$ cat config.mk
export PLATFORM = sky130hd
export DESIGN_NAME = norm_row_collector_flat
export DESIGN_NICKNAME = d
export VERILOG_FILES = /design/src/rtl/norm_row_collector_if.sv /design/src/rtl/norm_row_collector.sv /design/src/flat_wrapper.sv
export SDC_FILE = /design/constraint.sdc
export NUM_CORES = 1
export LEC_CHECK = 0
export CAP_MARGIN = 10
export CORE_MARGIN = 3
export CORE_UTILIZATION = 34
export CTS_BUF_LIST = sky130_fd_sc_hd__clkbuf_16
export DETAILED_ROUTE_END_ITERATION = 8
export SYNTH_ARGS = -nofsm -noshare
export SYNTH_HDL_FRONTEND = slang
export SYNTH_SLANG_ARGS = --single-unit
$ cat constraint.sdc
create_clock -name clk -period 5.09 [get_ports clk]
set_input_delay 0.7635 -clock clk [delete_from_list [all_inputs] [get_ports clk]]
set_output_delay 0.7635 -clock clk [all_outputs]
set_load 0.005 [all_outputs]
$ cat src/rtl/norm_row_collector_if.sv
// Stream bundle between the normalizer, the row collector and its consumer.
// The normalizer side (norm_valid, psum_norm_1, psum_norm_2) has no ready:
// every beat with norm_valid high is consumed.
// The row side is valid/ready. A row transfers on any rising edge where
// row_valid && row_ready. row_valid never depends on row_ready, and
// row_data is held stable while row_valid && !row_ready.
interface norm_row_collector_if #(
   parameter int BW_PSUM = 11,
   parameter int COL     = 8
);
   logic                       norm_valid;
   logic [BW_PSUM-1:0]         psum_norm_1;
   logic [BW_PSUM-1:0]         psum_norm_2;
   logic [2*COL*BW_PSUM-1:0]   row_data;
   logic                       row_valid;
   logic                       row_ready;

   // Environment view: drives the normalizer beats and the downstream accept.
   modport master (
      output norm_valid, psum_norm_1, psum_norm_2, row_ready,
      input  row_data, row_valid
   );

   // Collector view.
   modport slave (
      input  norm_valid, psum_norm_1, psum_norm_2, row_ready,
      output row_data, row_valid
   );
endinterface

$ cat src/rtl/norm_row_collector.sv
// norm_row_collector: assembles per-beat normalized elements from two cores
// into full rows. Core-1 lanes fill the low half of a row and core-2 lanes
// fill the high half. Completed rows are queued in a small FIFO and offered
// downstream over valid/ready. The normalizer cannot be stalled, so a row
// that arrives while the FIFO is full is dropped, and a sticky overflow
// flag records the drop.
// Optional build macro NORM_ROW_COLLECTOR_ROWCNT_EN adds a 16-bit row_count
// output that counts rows accepted into the FIFO. clr_ovf clears it.
// The interface parameters must match BW_PSUM/COL of this module.
module norm_row_collector #(
   parameter int BW_PSUM = 11,
   parameter int COL     = 8,
   parameter int DEPTH   = 4
) (
   input  logic                 clk,
   input  logic                 rst_n,
   norm_row_collector_if.slave  bus,
   input  logic                 flush,
   input  logic                 clr_ovf,
   output logic                 busy,
   output logic                 overflow
`ifdef NORM_ROW_COLLECTOR_ROWCNT_EN
   ,
   output logic [15:0]          row_count
`endif
);

   localparam int RW = 2 * COL * BW_PSUM;
   localparam int LW = (COL > 1) ? $clog2(COL) : 1;
   localparam int PW = $clog2(DEPTH);
   localparam int CW = PW + 1;

   localparam logic [LW-1:0] LAST_LANE = LW'(COL - 1);
   localparam logic [CW-1:0] DEPTH_C   = CW'(DEPTH);

   // Assembly state
   logic [LW-1:0] lane_q, lane_d;
   logic [RW-1:0] asm_q, asm_d;

   // Row FIFO state
   logic [RW-1:0] mem_q [DEPTH];
   logic [PW-1:0] wr_ptr_q, wr_ptr_d;
   logic [PW-1:0] rd_ptr_q, rd_ptr_d;
   logic [CW-1:0] count_q, count_d;

   // Sticky drop flag
   logic          ovf_q, ovf_d;

   // Per-cycle decode
   logic          beat;
   logic          complete;
   logic          push;
   logic          pop;
   logic          full;
   logic          accept;
   logic          drop;
   logic [RW-1:0] row_cur;

   assign beat     = bus.norm_valid;
   assign complete = beat && (lane_q == LAST_LANE);
   // A flush only pushes if there is something in the row: either lanes
   // already collected or a beat landing in this same cycle. A flush on the
   // completing beat folds into that single push.
   assign push     = complete || (flush && ((lane_q != '0) || beat));
   assign full     = (count_q == DEPTH_C);
   assign pop      = (count_q != '0) && bus.row_ready;
   // A pop in the same cycle frees the head slot, so a full FIFO can still
   // take the new row. The write slot equals the slot being read out.
   assign accept   = push && (!full || pop);
   assign drop     = push && full && !pop;

   // Current row including this cycle's beat. Lanes not yet written hold
   // zero because the assembly register is cleared after every push.
   always_comb begin
      row_cur = asm_q;
      if (beat) begin
         for (int k = 0; k < COL; k++) begin
            if (lane_q == LW'(k)) begin
               row_cur[k*BW_PSUM +: BW_PSUM]       = bus.psum_norm_1;
               row_cur[(COL+k)*BW_PSUM +: BW_PSUM] = bus.psum_norm_2;
            end
         end
      end
   end

   // Next lane index and assembly contents; both restart after any push,
   // including a dropped one.
   always_comb begin
      lane_d = lane_q;
      asm_d  = asm_q;
      if (push) begin
         lane_d = '0;
         asm_d  = '0;
      end else if (beat) begin
         lane_d = lane_q + LW'(1);
         asm_d  = row_cur;
      end
   end

   // FIFO pointer and occupancy update.
   always_comb begin
      wr_ptr_d = wr_ptr_q;
      rd_ptr_d = rd_ptr_q;
      count_d  = count_q;
      if (accept) begin
         wr_ptr_d = wr_ptr_q + PW'(1);
      end
      if (pop) begin
         rd_ptr_d = rd_ptr_q + PW'(1);
      end
      if (accept && !pop) begin
         count_d = count_q + CW'(1);
      end else if (!accept && pop) begin
         count_d = count_q - CW'(1);
      end
   end

   // Overflow flag: a drop outranks a clear in the same cycle.
   always_comb begin
      ovf_d = ovf_q;
      if (drop) begin
         ovf_d = 1'b1;
      end else if (clr_ovf) begin
         ovf_d = 1'b0;
      end
   end

   // Assembly, pointer and flag registers.
   always_ff @(posedge clk or negedge rst_n) begin
      if (!rst_n) begin
         lane_q   <= '0;
         asm_q    <= '0;
         wr_ptr_q <= '0;
         rd_ptr_q <= '0;
         count_q  <= '0;
         ovf_q    <= 1'b0;
      end else begin
         lane_q   <= lane_d;
         asm_q    <= asm_d;
         wr_ptr_q <= wr_ptr_d;
         rd_ptr_q <= rd_ptr_d;
         count_q  <= count_d;
         ovf_q    <= ovf_d;
      end
   end

   // Row storage. It is cleared on reset so that row_data reads zero
   // out of reset.
   always_ff @(posedge clk or negedge rst_n) begin
      if (!rst_n) begin
         for (int i = 0; i < DEPTH; i++) begin
            mem_q[i] <= '0;
         end
      end else if (accept) begin
         mem_q[wr_ptr_q] <= row_cur;
      end
   end

`ifdef NORM_ROW_COLLECTOR_ROWCNT_EN
   logic [15:0] rc_q, rc_d;

   // Accepted-row counter: clr_ovf restarts it, and an accept in the
   // clearing cycle counts as the first row.
   always_comb begin
      rc_d = rc_q;
      if (clr_ovf) begin
         rc_d = accept ? 16'd1 : 16'd0;
      end else if (accept) begin
         rc_d = rc_q + 16'd1;
      end
   end

   // Accepted-row counter register.
   always_ff @(posedge clk or negedge rst_n) begin
      if (!rst_n) begin
         rc_q <= '0;
      end else begin
         rc_q <= rc_d;
      end
   end

   assign row_count = rc_q;
`endif

   assign bus.row_data  = mem_q[rd_ptr_q];
   assign bus.row_valid = (count_q != '0);
   assign busy          = (lane_q != '0);
   assign overflow      = ovf_q;

endmodule

$ cat src/flat_wrapper.sv
// flat-port wrapper written by rule: the top's interface ports become plain ports
module norm_row_collector_flat 
#(
   parameter int BW_PSUM = 11,
   parameter int COL     = 8,
   parameter int DEPTH   = 4
)
  (clk, rst_n, flush, clr_ovf, busy, overflow, bus_norm_valid, bus_psum_norm_1, bus_psum_norm_2, bus_row_ready, bus_row_data, bus_row_valid);
  norm_row_collector_if #(.BW_PSUM(BW_PSUM), .COL(COL)) bus_i ();
  input  logic clk;
  input  logic rst_n;
  input  logic flush;
  input  logic clr_ovf;
  output logic busy;
  output logic overflow;
  input wire logic [$bits(bus_i.norm_valid)-1:0] bus_norm_valid;
  input wire logic [$bits(bus_i.psum_norm_1)-1:0] bus_psum_norm_1;
  input wire logic [$bits(bus_i.psum_norm_2)-1:0] bus_psum_norm_2;
  input wire logic [$bits(bus_i.row_ready)-1:0] bus_row_ready;
  output wire logic [$bits(bus_i.row_data)-1:0] bus_row_data;
  output wire logic [$bits(bus_i.row_valid)-1:0] bus_row_valid;
  assign bus_i.norm_valid = bus_norm_valid;
  assign bus_i.psum_norm_1 = bus_psum_norm_1;
  assign bus_i.psum_norm_2 = bus_psum_norm_2;
  assign bus_i.row_ready = bus_row_ready;
  assign bus_row_data = bus_i.row_data;
  assign bus_row_valid = bus_i.row_valid;
  norm_row_collector #(.BW_PSUM(BW_PSUM), .COL(COL), .DEPTH(DEPTH)) u_core (.clk(clk), .rst_n(rst_n), .bus(bus_i), .flush(flush), .clr_ovf(clr_ovf), .busy(busy), .overflow(overflow));
endmodule
Word level (Yosys, flattened, before mapping):

Cells that the tools add are included.

* output and inout port bits: 179
* bits in registers: 891

* $add $sub $neg: 5
* muxes and demuxes: 31
* $lt $le $gt $ge: 3
* equality and inequality tests: 8
* reductions and logical operators: 21
* bitwise logic cells: 2

Operator list (count)
* 176-bit two-way mux: 6
* 704-bit bitwise mux: 1
* 176-bit binary-select mux with 2-bit select: 1
* 176-bit demux with 2-bit select: 1
* 11-bit two-way mux: 16
* 3-bit == test, second input constant: 5
* 3-bit two-way mux: 4
* 1-bit logical AND: 9
* 3-bit by 1-bit adder with 3-bit output, second input constant: 2
* 3-bit by 2-bit == test with 1-bit output, second input constant: 2
* 3-bit greater-or-equal comparator, second input constant: 2
* 2-bit inverter with 3-bit output: 2
* 2-bit nonzero test: 3
* 3-bit nonzero test: 2
* 2-bit by 1-bit adder with 2-bit output, second input constant: 2
* 3-bit by 1-bit == test with 1-bit output, second input constant: 1
* 1-bit logical NOT: 3
* 3-bit logical NOT: 1
* 1-bit logical OR: 3
* 3-bit by 1-bit less-than comparator with 1-bit output, second input constant: 1
* 3-bit by 1-bit subtractor with 3-bit output, second input constant: 1
* 1-bit two-way mux: 2

Depth between registers and ports, before layout:

* depth in word-level cells: 9
* gate-level depth with buffers: 10

Worst setup path after synthesis:

OpenSTA, ideal clock, no wires.

* path kind: in2reg
* start point: in bus_row_ready
* end point: reg u_core.count_q[1]
* setup time: 0.125 ns
* slack: 2.494 ns
* path buffers: 0
* arrival time: 2.471 ns
* data required time: 4.965 ns
* stages on the path: 6
* path through: nor4b_4 > nor3_1 > ha_1 > inv_1 > fa_1 > mux2_2

* elaborated cells on any way between the ends: 9
* classes of those cells: mux: 1; reduce/logical: 8

RTL lines
* from (decl): line flat_wrapper.sv:19 `input wire logic [$bits(bus_i.row_ready)-1:0] bus_row_ready;`
* 1-bit logical AND: line norm_row_collector.sv:66 `assign pop = (count_q != '0) && bus.row_ready;`
* 1-bit logical OR: line norm_row_collector.sv:69 `assign accept = push && (!full || pop);`
* 1-bit logical AND: line norm_row_collector.sv:69
* via u_core.accept: line norm_row_collector.sv:55 `logic accept;`
* 1-bit logical AND: line norm_row_collector.sv:111 `if (accept && !pop) begin`
* 3-bit two-way mux: line norm_row_collector.sv:111
* via u_core.count_d[1]: line norm_row_collector.sv:44 `logic [CW-1:0] count_q, count_d;`
* to (signal assigned): line norm_row_collector.sv:142 `count_q <= count_d;`
* to (decl): line norm_row_collector.sv:44

The timed path passes the listed nets, and every way through them passes these cells.
A chain may end at the register's enable or synchronous reset.

Worst setup path after layout:

* start point: reg u_core.rd_ptr_q[1]
* end point: out bus_row_data[8]

* word-level cells in the longest chain between the ends: 4

RTL lines
* from (decl): line norm_row_collector.sv:43 `logic [PW-1:0] rd_ptr_q, rd_ptr_d;`
* from (signal assigned): line norm_row_collector.sv:141 `rd_ptr_q <= rd_ptr_d;`
* 2-bit inverter with 3-bit output (not written as such): line norm_row_collector.sv:185 `assign bus.row_data = mem_q[rd_ptr_q];`
* 176-bit binary-select mux with 2-bit select: line norm_row_collector.sv:185
* 176-bit two-way mux (not written as such) (2 in series): line norm_row_collector.sv:185
* to (decl): line flat_wrapper.sv:20 `output wire logic [$bits(bus_i.row_data)-1:0] bus_row_data;`

No other way between the ends. The select of a mux whose other input is x is not followed.

==> impl_metrics.toml <==
[timing]
setup_tns_ns = 0
clock_skew_ns = 0.0233
fmax_mhz = 254
finalHoldViolCount = 0
slew_headroom = 0.217
worst_pin_slew_ns = 1.18
report.final.slew_viol_count = 0
setup_viol = 0
period_needed_ns = 3.93
grt_setup_unrepaired = "false"
fin_crit_sh = 0.772

[route]
wire_per_inst_um = 26.2
topRoutingLayerUsed = "met5"
dr.pass1.iters = 5
wl_met3_mm = 4.81
via_count = 22287
drt_iter0_markers = 1440
ant_nets = 0
wl_met1_mm = 50.5
drcViolationCount = 0
wl_mm = 111
wl_met2_mm = 52.5
viasPerCell = 5.26

[critical_path]
worstSetupPathType = "reg2out"
arrival_ns = 3.17
cp_max_fo = 47
cp-end-kind = "primary output"
worstSetupStartpointType = "register"
critPathRequiredTime_ns = 4.33

[finish]
syn_to_final_growth_pct = 16.8
nets = 2587
finish.utilization = 0.402
stdcell_area_mm2 = 0.0485
drive_gt1_frac = 0.486

[clocking]
cts_made_buffers = 96
hold_buffers = 0
clk_pin_slew_ns = 0.06
cts_resized = 0
clockBufferDepth = 3
postCtsSetupBuffers = 0
clock_latency_ns = 0.66
clkSinkCount = 891
clock-root-buffer = "clkbuf_16"
cts_tree = "done"
cts_htree_levels = 3

[global_routing]
globalRouteTotalUtil = 0.176
grt_pass1_wl_mm = 168
gr-total-overflow = 0
grt_pass1_vias = 25438
grt_antenna_before_repair = 11
grt_max_degree = 167

[outcome]
status = "completed"

[power]
clockPowerShare = 0.317
power.total_mw = 22.2
vdd_drop_max_mv = 0.266
p_comb_frac = 0.291
swShare = 0.302
p_sw_mw = 6.70
p_int_mw = 15.5
power.leakage_nw = 22.4
p_per_area_mw_per_mm2 = 458
pwr-share-seq = 0.392

[placed_design]
hpwl_mm = 66.1
portBuffers = 206
post_dp_cell_area_mm2 = 0.0454
place.gp.congestion = 0.755

[synth]
ys_warn_count = 0
synth-seq-cells = 891
synthCells = 2353
yosysUniqueCellTypes = 29
synth_area_mm2 = 0.0415
syn-num-nets = 2393
synth-seq-area-share = 0.537
syn_avg_cell_area_um2 = 17.6

[floorplanning]
coreArea_mm2 = 0.121
row_count = 127
start_util = 0.344
ios = 207
die_area_mm2 = 0.126
die_h_um = 355
die_x_um = 355

[job]
max_cap_violations = 0

[hold_path]
hold_path.class = "in2async"
sequential cells by signal, summed over array words and instances, names as in the netlist:
signal and cells:
u_core.wr_ptr_q 2, u_core.overflow 1, u_core.count_q 3, u_core.rd_ptr_q 2, u_core.asm_q 176, u_core.mem_q 704, u_core.lane_q 3
power groups by stage:
stage	Clock, mW	Combinational (mW)	Sequential, mW
2_1_floorplan	0	4.44	8.45
3_5_place_dp	0	6.56	8.81
3_3_place_gp	0	6.45	8.71
4_1_cts	7.21	6.58	8.70
6_report	7.05	6.46	8.71
5_1_grt	7.50	6.84	8.81
placed cells by master (no fill, tap or decap), types with 3 or more instances in the layout:
| master | count |
|---|---|
| dfrtp_1 | 889 |
| mux2_4 | 560 |
| mux2_2 | 322 |
| clkdlybuf4s50_1 | 205 |
| mux4_2 | 176 |
| a22o_1 | 168 |
| clkbuf_16 | 97 |
| buf_12 | 34 |
| inv_1 | 28 |
| buf_4 | 28 |
| clkinv_2 | 19 |
| clkinv_1 | 16 |
| bufinv_16 | 13 |
| ha_1 | 11 |
| nor2b_1 | 10 |
| nor4b_4 | 5 |
| xnor2_1 | 5 |
| nor2_1 | 5 |
| inv_6 | 4 |
| nand3b_1 | 3 |
| nand3_2 | 3 |
| clkinvlp_4 | 3 |
cells in the mapped netlist:
cell / count / area, µm²
inv_1: 7 / 26.3
nor3_1: 1 / 5.00
clkbuf_1: 39 / 146
buf_6: 64 / 721
nor4b_4: 5 / 119
buf_2: 56 / 280
mux2i_1: 1 / 10.0
a22o_1: 168 / 1470
a21oi_1: 1 / 5.00
mux2_4: 560 / 8410
nor3b_1: 1 / 7.51
ha_1: 11 / 138
nand2_1: 3 / 11.3
xor2_1: 2 / 17.5
a21oi_2: 1 / 8.76
or3_1: 1 / 6.26
nand3b_1: 3 / 22.5
dfrtp_1: 891 / 22300
clkbuf_2: 1 / 5.00
fa_1: 1 / 20.0
nand2b_1: 1 / 6.26
nor3b_4: 1 / 18.8
mux4_2: 176 / 3960
mux2_2: 322 / 3630
buf_1: 12 / 45.0
nor2b_1: 10 / 62.6
nor2_1: 5 / 18.8
xnor2_1: 5 / 43.8
nand3_1: 4 / 20.0
routing by layer:
metal,GRT usage,vias to the layer above
met5,0,-
met4,0.0615,4
met3,0.0272,171
met2,0.281,500
met1,0.243,12366
li1,-,9246
final timing paths:
path / startpoint / endpoint / slack, ns / depth (start not counted)
min in group clk: u_core.asm_q[41] / u_core.asm_q[41] / 0.50 / 1
max in group asynchronous: rst_n / u_core.mem_q[459] / 3.65 / 2
min: rst_n / u_core.mem_q[150] / 0.12 / 1
max: u_core.rd_ptr_q[1] / bus_row_data[8] / 1.16 / 3
min reg2reg: u_core.asm_q[41] / u_core.asm_q[41] / 0.50 / 1
max reg2reg: u_core.lane_q[2] / u_core.count_q[2] / 2.18 / 9
through the flow:
step | setup WS [ns] | instances | hold slack, ns
CTS | 1.08 | 4237 | 0.150
detailed placement | 1.16 | 4061 | 0.485
floorplan | 2.49 | 2353 | 0.456
global route | 1.07 | 4237 | 0.167
global placement | 1.21 | 4061 | 0.471
finish | 1.16 | 4239 | 0.116
area by class of cell:
cell class	instances	area, µm²
antenna	2	5.00
clock buffer	97	2430
clock inverter	79	737
fill	10613	72100
inverter	7	26.3
multi-input combinational	1283	18000
sequential	891	22300
tap	1612	2020
timing repair buffer	268	2960
worst max-delay path, stage by stage, from the launching register on:
cell             delay (ns)
dfrtp_4                1.04
buf_4                  0.53
mux4_2                 0.43
clkdlybuf4s50_1        0.49
cells by family after synthesis:
family / count (synthesis) / share of synthesized area
flops: 891 / 0.537
simple gates: 35 / 0.00717
mux: 1059 / 0.385
xor+xnor: 7 / 0.00148
buf+inv: 179 / 0.0295
fa+ha+maj: 12 / 0.00380
compound gates: 170 / 0.0358
Note: power is estimated with default switching activity, not from simulation.
